`config.mk`:
```
export PLATFORM = sky130hd
export DESIGN_NAME = present_byte_loader
export DESIGN_NICKNAME = d
export VERILOG_FILES = /design/src/rtl/present_byte_loader.sv
export SDC_FILE = /design/constraint.sdc
export NUM_CORES = 1
export LEC_CHECK = 0
export CAP_MARGIN = 20
export CORE_MARGIN = 2
export CORE_UTILIZATION = 35
export CTS_BUF_LIST = sky130_fd_sc_hd__clkbuf_16
export DETAILED_ROUTE_END_ITERATION = 10
export PLACE_DENSITY = 0.75
export RECOVER_POWER = 50
export SETUP_SLACK_MARGIN = 0.05
export SYNTH_ARGS = -nofsm -noshare
export SYNTH_HDL_FRONTEND = slang
export SYNTH_SLANG_ARGS = --single-unit
```
`constraint.sdc`:
```
create_clock -name Clk_ik -period 3.45 [get_ports Clk_ik]
set_input_delay 0.69 -clock Clk_ik [delete_from_list [all_inputs] [get_ports Clk_ik]]
set_output_delay 0.69 -clock Clk_ik [all_outputs]
set_load 0.03 [all_outputs]
```
`src/rtl/present_byte_loader.sv`:
```
// Byte-stream front end for the serial PRESENT-80 core: loads key/plaintext
// lanes from a command byte stream, starts the core and streams the ciphertext back.
module present_byte_loader (
   input  logic        Clk_ik,
   input  logic        Reset_ir,
   input  logic [7:0]  InData_ib,
   input  logic        InValid_i,
   output logic        InReady_o,
   output logic [7:0]  OutData_ob,
   output logic        OutValid_o,
   input  logic        OutReady_i,
   output logic        KeyLoaded_o,
   output logic        CmdError_o,
   output logic [63:0] CorePlainText_ob,
   output logic [79:0] CoreKey_ob,
   output logic [7:0]  CoreTextEnable_ob,
   output logic [9:0]  CoreKeyEnable_ob,
   output logic        CoreStart_o,
   input  logic        CoreReady_i,
   input  logic [63:0] CoreCipherText_ib,
   output logic        CoreReset_or
);

   localparam logic [7:0] CMD_KEY  = 8'h4B;
   localparam logic [7:0] CMD_TEXT = 8'h54;

   typedef enum logic [2:0] {IDLE, KEY, TEXT, START, WAIT, OUT} state_t;

   state_t      state_q, state_d;
   logic [3:0]  cnt_q, cnt_d;
   logic [63:0] shift_q, shift_d;
   logic        in_ready_q, in_ready_d;
   logic        out_valid_q, out_valid_d;
   logic        key_loaded_q, key_loaded_d;
   logic        cmd_error_q, cmd_error_d;
   logic        start_q, start_d;
   logic        core_reset_q;
   logic        in_fire;
   logic        out_fire;

   assign in_fire  = InValid_i & in_ready_q;
   assign out_fire = out_valid_q & OutReady_i;

   always_comb begin
      state_d      = state_q;
      cnt_d        = cnt_q;
      shift_d      = shift_q;
      out_valid_d  = out_valid_q;
      key_loaded_d = key_loaded_q;
      cmd_error_d  = 1'b0;
      start_d      = 1'b0;
      case (state_q)
         IDLE: begin
            if (in_fire) begin
               if (InData_ib == CMD_KEY) begin
                  state_d = KEY;
                  cnt_d   = 4'd9;
               end else if ((InData_ib == CMD_TEXT) && key_loaded_q) begin
                  state_d = TEXT;
                  cnt_d   = 4'd7;
               end else begin
                  cmd_error_d = 1'b1;
               end
            end
         end
         KEY: begin
            if (in_fire) begin
               if (cnt_q == 4'd0) begin
                  key_loaded_d = 1'b1;
                  state_d      = IDLE;
               end else begin
                  cnt_d = cnt_q - 4'd1;
               end
            end
         end
         TEXT: begin
            if (in_fire) begin
               if (cnt_q == 4'd0) begin
                  state_d = START;
                  start_d = 1'b1;
               end else begin
                  cnt_d = cnt_q - 4'd1;
               end
            end
         end
         START: begin
            // The core turns its key register into round keys, so the key is spent.
            key_loaded_d = 1'b0;
            state_d      = WAIT;
         end
         WAIT: begin
            if (CoreReady_i) begin
               shift_d     = CoreCipherText_ib;
               cnt_d       = 4'd7;
               out_valid_d = 1'b1;
               state_d     = OUT;
            end
         end
         OUT: begin
            if (out_fire) begin
               shift_d = {shift_q[55:0], 8'h00};
               if (cnt_q == 4'd0) begin
                  out_valid_d = 1'b0;
                  state_d     = IDLE;
               end else begin
                  cnt_d = cnt_q - 4'd1;
               end
            end
         end
         default: state_d = IDLE;
      endcase
      in_ready_d = (state_d == IDLE) || (state_d == KEY) || (state_d == TEXT);
   end

   always_ff @(posedge Clk_ik or posedge Reset_ir) begin
      if (Reset_ir) begin
         state_q      <= IDLE;
         cnt_q        <= 4'd0;
         shift_q      <= 64'd0;
         in_ready_q   <= 1'b0;
         out_valid_q  <= 1'b0;
         key_loaded_q <= 1'b0;
         cmd_error_q  <= 1'b0;
         start_q      <= 1'b0;
         core_reset_q <= 1'b1;
      end else begin
         state_q      <= state_d;
         cnt_q        <= cnt_d;
         shift_q      <= shift_d;
         in_ready_q   <= in_ready_d;
         out_valid_q  <= out_valid_d;
         key_loaded_q <= key_loaded_d;
         cmd_error_q  <= cmd_error_d;
         start_q      <= start_d;
         core_reset_q <= 1'b0;
      end
   end

   // Lane enables must hit the core in the same cycle the byte is accepted.
   always_comb begin
      CoreKeyEnable_ob  = 10'd0;
      CoreTextEnable_ob = 8'd0;
      if (in_fire && (state_q == KEY)) begin
         CoreKeyEnable_ob = 10'(1) << cnt_q;
      end
      if (in_fire && (state_q == TEXT)) begin
         CoreTextEnable_ob = 8'(1) << cnt_q[2:0];
      end
   end

   assign InReady_o        = in_ready_q;
   assign OutValid_o       = out_valid_q;
   assign OutData_ob       = shift_q[63:56];
   assign KeyLoaded_o      = key_loaded_q;
   assign CmdError_o       = cmd_error_q;
   assign CoreStart_o      = start_q;
   assign CoreReset_or     = core_reset_q;
   assign CoreKey_ob       = {10{InData_ib}};
   assign CorePlainText_ob = {8{InData_ib}};

endmodule

```
==> Yosys cells after proc, flatten, opt, wreduce, memory -nomap -nowiden <==
Index checks and enable logic that the tools add are counted.
{ "totals": {"register_bits": 77, "inputBits": 77, "output_inout_bits": 176, "elab_cells": 84} }
{ "classes": {"addsub": 1, "n_eq_ne": 17, "n_shift": 2, "n_mux": 37, "bitwise": 2, "reduce_logical": 16} }
{ "ops": {"columns": ["operator", "n"], "rows": [
  ["two-way mux 64 bit", 2],
  ["case mux 64 bit (2 select lines)", 1],
  ["two-way mux 4 bit", 7],
  ["two-way mux 3 bit", 9],
  ["case mux 3 bit (6 select lines)", 1],
  ["== test 8 x 7 -> 1 bit (second input constant)", 2],
  ["case mux 4 bit (4 select lines)", 1],
  ["two-way mux 1 bit", 12],
  ["!= test 2 bit (second input constant)", 6],
  ["two-way mux 10 bit", 1],
  ["left shift 1 x 4 -> 10 bit (first input constant)", 1],
  ["== test 3 x 2 -> 1 bit (second input constant)", 3],
  ["two-way mux 8 bit", 1],
  ["left shift 1 x 3 -> 8 bit (first input constant)", 1],
  ["== test 3 x 1 -> 1 bit (second input constant)", 2],
  ["== test 3 bit (second input constant)", 2],
  ["zero test 3 bit", 2],
  ["AND reduction 3 bit", 2],
  ["AND reduction 6 bit", 1],
  ["zero test 4 bit", 1],
  ["case mux 1 bit (2 select lines)", 2],
  ["AND reduction 4 bit", 1],
  ["nonzero test 2 bit", 2],
  ["nonzero test 4 bit", 1],
  ["7 further kinds", 11]
]} }

==> Logic depth before layout (Yosys ltp) <==
{ "logic_depth": {"depth_word": 9, "depth_mapped": 8, "mapped_depth_nobuf": 7} }

==> Worst setup path before layout <==
Ideal clock, no wire load.
{ "synth_timing": {"kind": "register to output", "startpoint": "register cnt_q[0]", "endpoint": "output port CoreKeyEnable_ob[0]", "arrival_ps": 2158, "path_slack_ps": 602, "stages_incl_launch_ff": 6, "path_cell_list": "dfrtp_1 -> inv_1 -> ha_1 -> or3b_1 -> buf_6 -> nor4_1"} }
{ "synth_via": {"elab_chain_cells": 2} }
{ "synth_lines": {"columns": ["element", "line_no", "rtl"], "rows": [
  ["start, declared", "30", "logic [3:0] cnt_q, cnt_d;"],
  ["start signal, assigned", "128", "cnt_q <= cnt_d;"],
  ["left shift 1 x 4 -> 10 bit", "144", "CoreKeyEnable_ob = 10'(1) << cnt_q;"],
  ["two-way mux 10 bit", "143", "if (in_fire && (state_q == KEY)) begin"],
  ["end, declared", "17", "output logic [9:0] CoreKeyEnable_ob,"]
]} }
No other way between the ends.

==> Worst setup path in the final report <==
{ "layout_timing": {"startpoint": "input port InValid_i", "endpoint": "output port CoreTextEnable_ob[3]"} }
{ "layout_via": {"elab_chain_cells": 3} }
{ "layout_lines": {"columns": ["element", "line_no", "rtl"], "rows": [
  ["start, declared", "7", "input logic InValid_i,"],
  ["AND 1 bit", "41", "assign in_fire = InValid_i & in_ready_q;"],
  ["logical AND 1 bit", "146", "if (in_fire && (state_q == TEXT)) begin"],
  ["two-way mux 8 bit", "146", null],
  ["end, declared", "16", "output logic [7:0] CoreTextEnable_ob,"]
]} }
No other way between the ends.

==> results by group <==
Outcome
  – Status: finished with violations
  – Failing checks: max-capacitance violations, max-slew violations

Route
  – DR DRC count: 0
  – Drt first pass iters: 4
  – Via count: between 3,000 and 4,000
  – Antenna viol nets, final: 0
  – WL final: 12,200 um
  – Vias per cell: about 4.6
  – 1st-iter DRT viols: 169
  – Wire per inst: roughly 15 um

Timing
  – Rel. slew slack: -30.3%
  – Post-layout minimum cycle time: 3.25 ns
  – Final hold viol count: 0
  – Fin Hold WS: 0.468 ns
  – TNS Setup: 0 ns
  – Unrepaired setup endpoints after global routing: false
  – Slew @ Worst Pin: roughly 2.0 ns
  – Final Skew: 0.00406 ns
  – Final worst-path cycle share: a little over nine tenths
  – Setup-failing EPs final: 0
  – F_max: 308 MHz
  – Slew Limit Fails: 138

GRT
  – Grt met1 use: 20.0%
  – Antenna violations before repair: 0
  – GR peak layer: met2
  – First-pass GRT wire length: 18,600 um
  – Vias in the first global route: 3,625
  – Total track usage: between 10% and 20%
  – Met2 usage: roughly 25%
  – GRT overflow: 0
  – GR Layer Usage met3: about 5.4%
  – Largest net degree at the start of global routing: between 70 and 80

CTS
  – CTS clk-pin slew, worst paths: 0.06 ns
  – H-tree depth: 3
  – CTS root buf: clkbuf_16
  – Worst-Skew Late Latency: 0.34 ns
  – Max clock buf depth: 2
  – Clock sinks: 77
  – CTS tree: built
  – TritonCTS buffer count: 9

Setup path
  – Crit path max-delay cell type: clkdlybuf4s50_1
  – CP max FO: 4
  – WP data arrival: roughly 2.6 ns
  – Cell family contributing the most delay on the critical path: buffers and inverters
  – Kind of critical path: primary input to primary output
  – CP bufs+invs: 3
  – CP endpoint kind: primary output
  – Worst path cell trace: clkdlybuf4s50_1 > and2_1 > buf_4 > nand3_1 > nor2_1 > and2_1 > clkdlybuf4s50_1
  – Worst EP required: 2.76 ns
  – CP Launch Type: primary input
  – Crit-path max cell delay: 0.67 ns

Cells and area
  – Fillers: between 1,000 and 1,500
  – Area of the multi-input gates: 1790 um^2
  – Area Growth Syn to Fin: 36.7%
  – Number of diodes: 0
  – Post-Layout Cell Count: 830
  – Storage element area: about 1900 um^2
  – Fin nets: 727
  – Share of cells above drive strength 1: 5.23%
  – Fin util: 49.2%

Synth
  – Top cells by count, synth: buf_4, nand2_1, dfrtp_1
  – Post-Synth XOR/XNOR Area: 0%
  – Seq cells post-synth: 77
  – Top cell type's share of synthesized area: 37.9%
  – Syn avg cell area: 9.14 um^2
  – Primary FF master, synth: dfrtp_1
  – Post-Syn Area: 5020 um^2
  – Post-Synthesis Cells: 549
  – Largest family of logic cells by synthesized area: buffers and inverters
  – Most common cell in the synthesized netlist: buf_4
  – Adder-Cell Fraction of Synth Area: under 10%
  – Simple-Gate Fraction of Synth Area: between 10% and 20%
  – Post-synthesis mux area share: 11.9%
  – Synth async-reset ratio: 100%
  – Cell taking the most area after synthesis: dfrtp_1
  – Synth cell types: 45
  – Area contributors post-synth: dfrtp_1, buf_4, mux2i_1, nand2_1, o21ai_0
  – Syn_nets: 631
  – EDFF count, synth: 0
  – Seq/Total Area, Yosys: 38.4%
  – Yosys warns: 0
  – Complex-gate fraction of the synthesized area: 9.00%

Pwr
  – PwrDens: ~700 nW/um^2
  – Max VDD drop: around 480 uV
  – Power Total: 4.82 mW
  – Leakage power: 3.09 nW

Placement
  – PortBufs: 252
  – Placed cells: 814
  – GP Congestion: 0.815
  – HPWL Detailed: 8960 um

Floorplan
  – Ports: 253
  – Die ar.: 15,300 um^2
  – Die Ht: around 120 um
  – Core Area: 13,900 um^2
  – Initial Util: 36.0%
  – Row cnt: 43
  – Die Wd: between 100 and 150 um

Flow run
  – Max Cap Viol: 2

Hold path
  – Worst hold path type: flip-flop to flip-flop
-- layout make-up --
class / instances / area share (%)
timing repair buffer: 262 / 37.9
sequential: 77 / 28.1
multi-input combinational: 290 / 26.1
clock buffer: 9 / 3.28
tap: 180 / 3.28
clock inverter: 7 / 1.08
inverter: 5 / 0.292
-- what timing repair did --
item	CTS	global route
hold buffers	0	0
setup buffers	0	0
resized for setup	0	4
endpoints found under the setup margin	0	4
-- worst paths after layout --
kind                                   startpoint                       to  slack (ns)  cells past startpoint
min in group asynchronous                Reset_ir     CmdError_o$_DFF_PP0_        1.53                      3
max                                     InValid_i     CoreTextEnable_ob[3]        0.20                      7
max in group asynchronous                Reset_ir  shift_q[17]$_DFFE_PP0P_        0.77                      3
max reg2reg                  state_q[1]$_DFF_PP0_  shift_q[25]$_DFFE_PP0P_        0.62                      4
min                        shift_q[4]$_DFFE_PP0P_   shift_q[4]$_DFFE_PP0P_        0.47                      2
min reg2reg                shift_q[4]$_DFFE_PP0P_   shift_q[4]$_DFFE_PP0P_        0.47                      2
-- sequential cells by signal, summed over array words and instances, names as in the netlist --
register      cells
CoreStart_o       1
InReady_o         1
cnt_q             4
CoreReset_or      1
OutValid_o        1
state_q           3
CmdError_o        1
shift_q          64
KeyLoaded_o       1
-- cell families after synthesis --
group | Yosys count
other cells | 1
flops | 77
compound gates | 80
fa+ha+maj | 5
simple gates | 145
mux | 59
buf+inv | 182
-- tightest hold or removal path, delay by kind of cell, from the launching register on --
kind / cells / cell delay, ns
DFF: 1 / 0.34
and+or+nand+nor: 2 / 0.10
-- layout by cell type (no fill, tap or decap), types with 2 or more instances in the layout --
| cell type | count |
|---|---|
| inv_6 | 2 |
| and3_1 | 6 |
| clkdlybuf4s50_1 | 227 |
| nor3_1 | 4 |
| a22o_1 | 2 |
| a211oi_1 | 2 |
| nor2b_1 | 2 |
| inv_1 | 4 |
| nand2b_1 | 2 |
| dlygate4sd3_1 | 17 |
| o21ai_0 | 60 |
| clkbuf_1 | 2 |
| ha_1 | 5 |
| mux2i_1 | 58 |
| clkinv_2 | 2 |
| nor2_1 | 13 |
| and4b_1 | 2 |
| nand2_1 | 81 |
| clkbuf_16 | 9 |
| dlymetal6s2s_1 | 4 |
| nor4_1 | 3 |
| nor4b_1 | 3 |
| nor3b_1 | 2 |
| and2_1 | 12 |
| dfrtp_1 | 76 |
| a21oi_1 | 5 |
| buf_4 | 10 |
| nand3_1 | 10 |
-- power breakdown --
part           internal [mW]  total (mW)  leakage, nW  switching [mW]
Sequential              1.27        1.51        0.979           0.245
Clock                  0.564       0.953        0.146           0.390
Combinational           1.03        2.35         1.97            1.32
-- per-stage QoR --
stage	instance area, um^2	setup WS, ns
2_1_floorplan	5020	0.602
3_3_place_gp	6590	0.205
3_5_place_dp	6590	0.162
4_1_cts	6890	0.157
5_1_grt	6860	0.0513
6_report	6860	0.205
-- metal layers --
| layer | vias to the layer above | part of all wire (%) |
|---|---|---|
| met5 | - | 0 |
| met4 | 0 | 1.0 |
| met3 | 10 | 7.7 |
| met2 | 134 | 48 |
| met1 | 1763 | 43 |
| li1 | 1880 | - |
No activity file was read; power rests on OpenSTA's default activity.
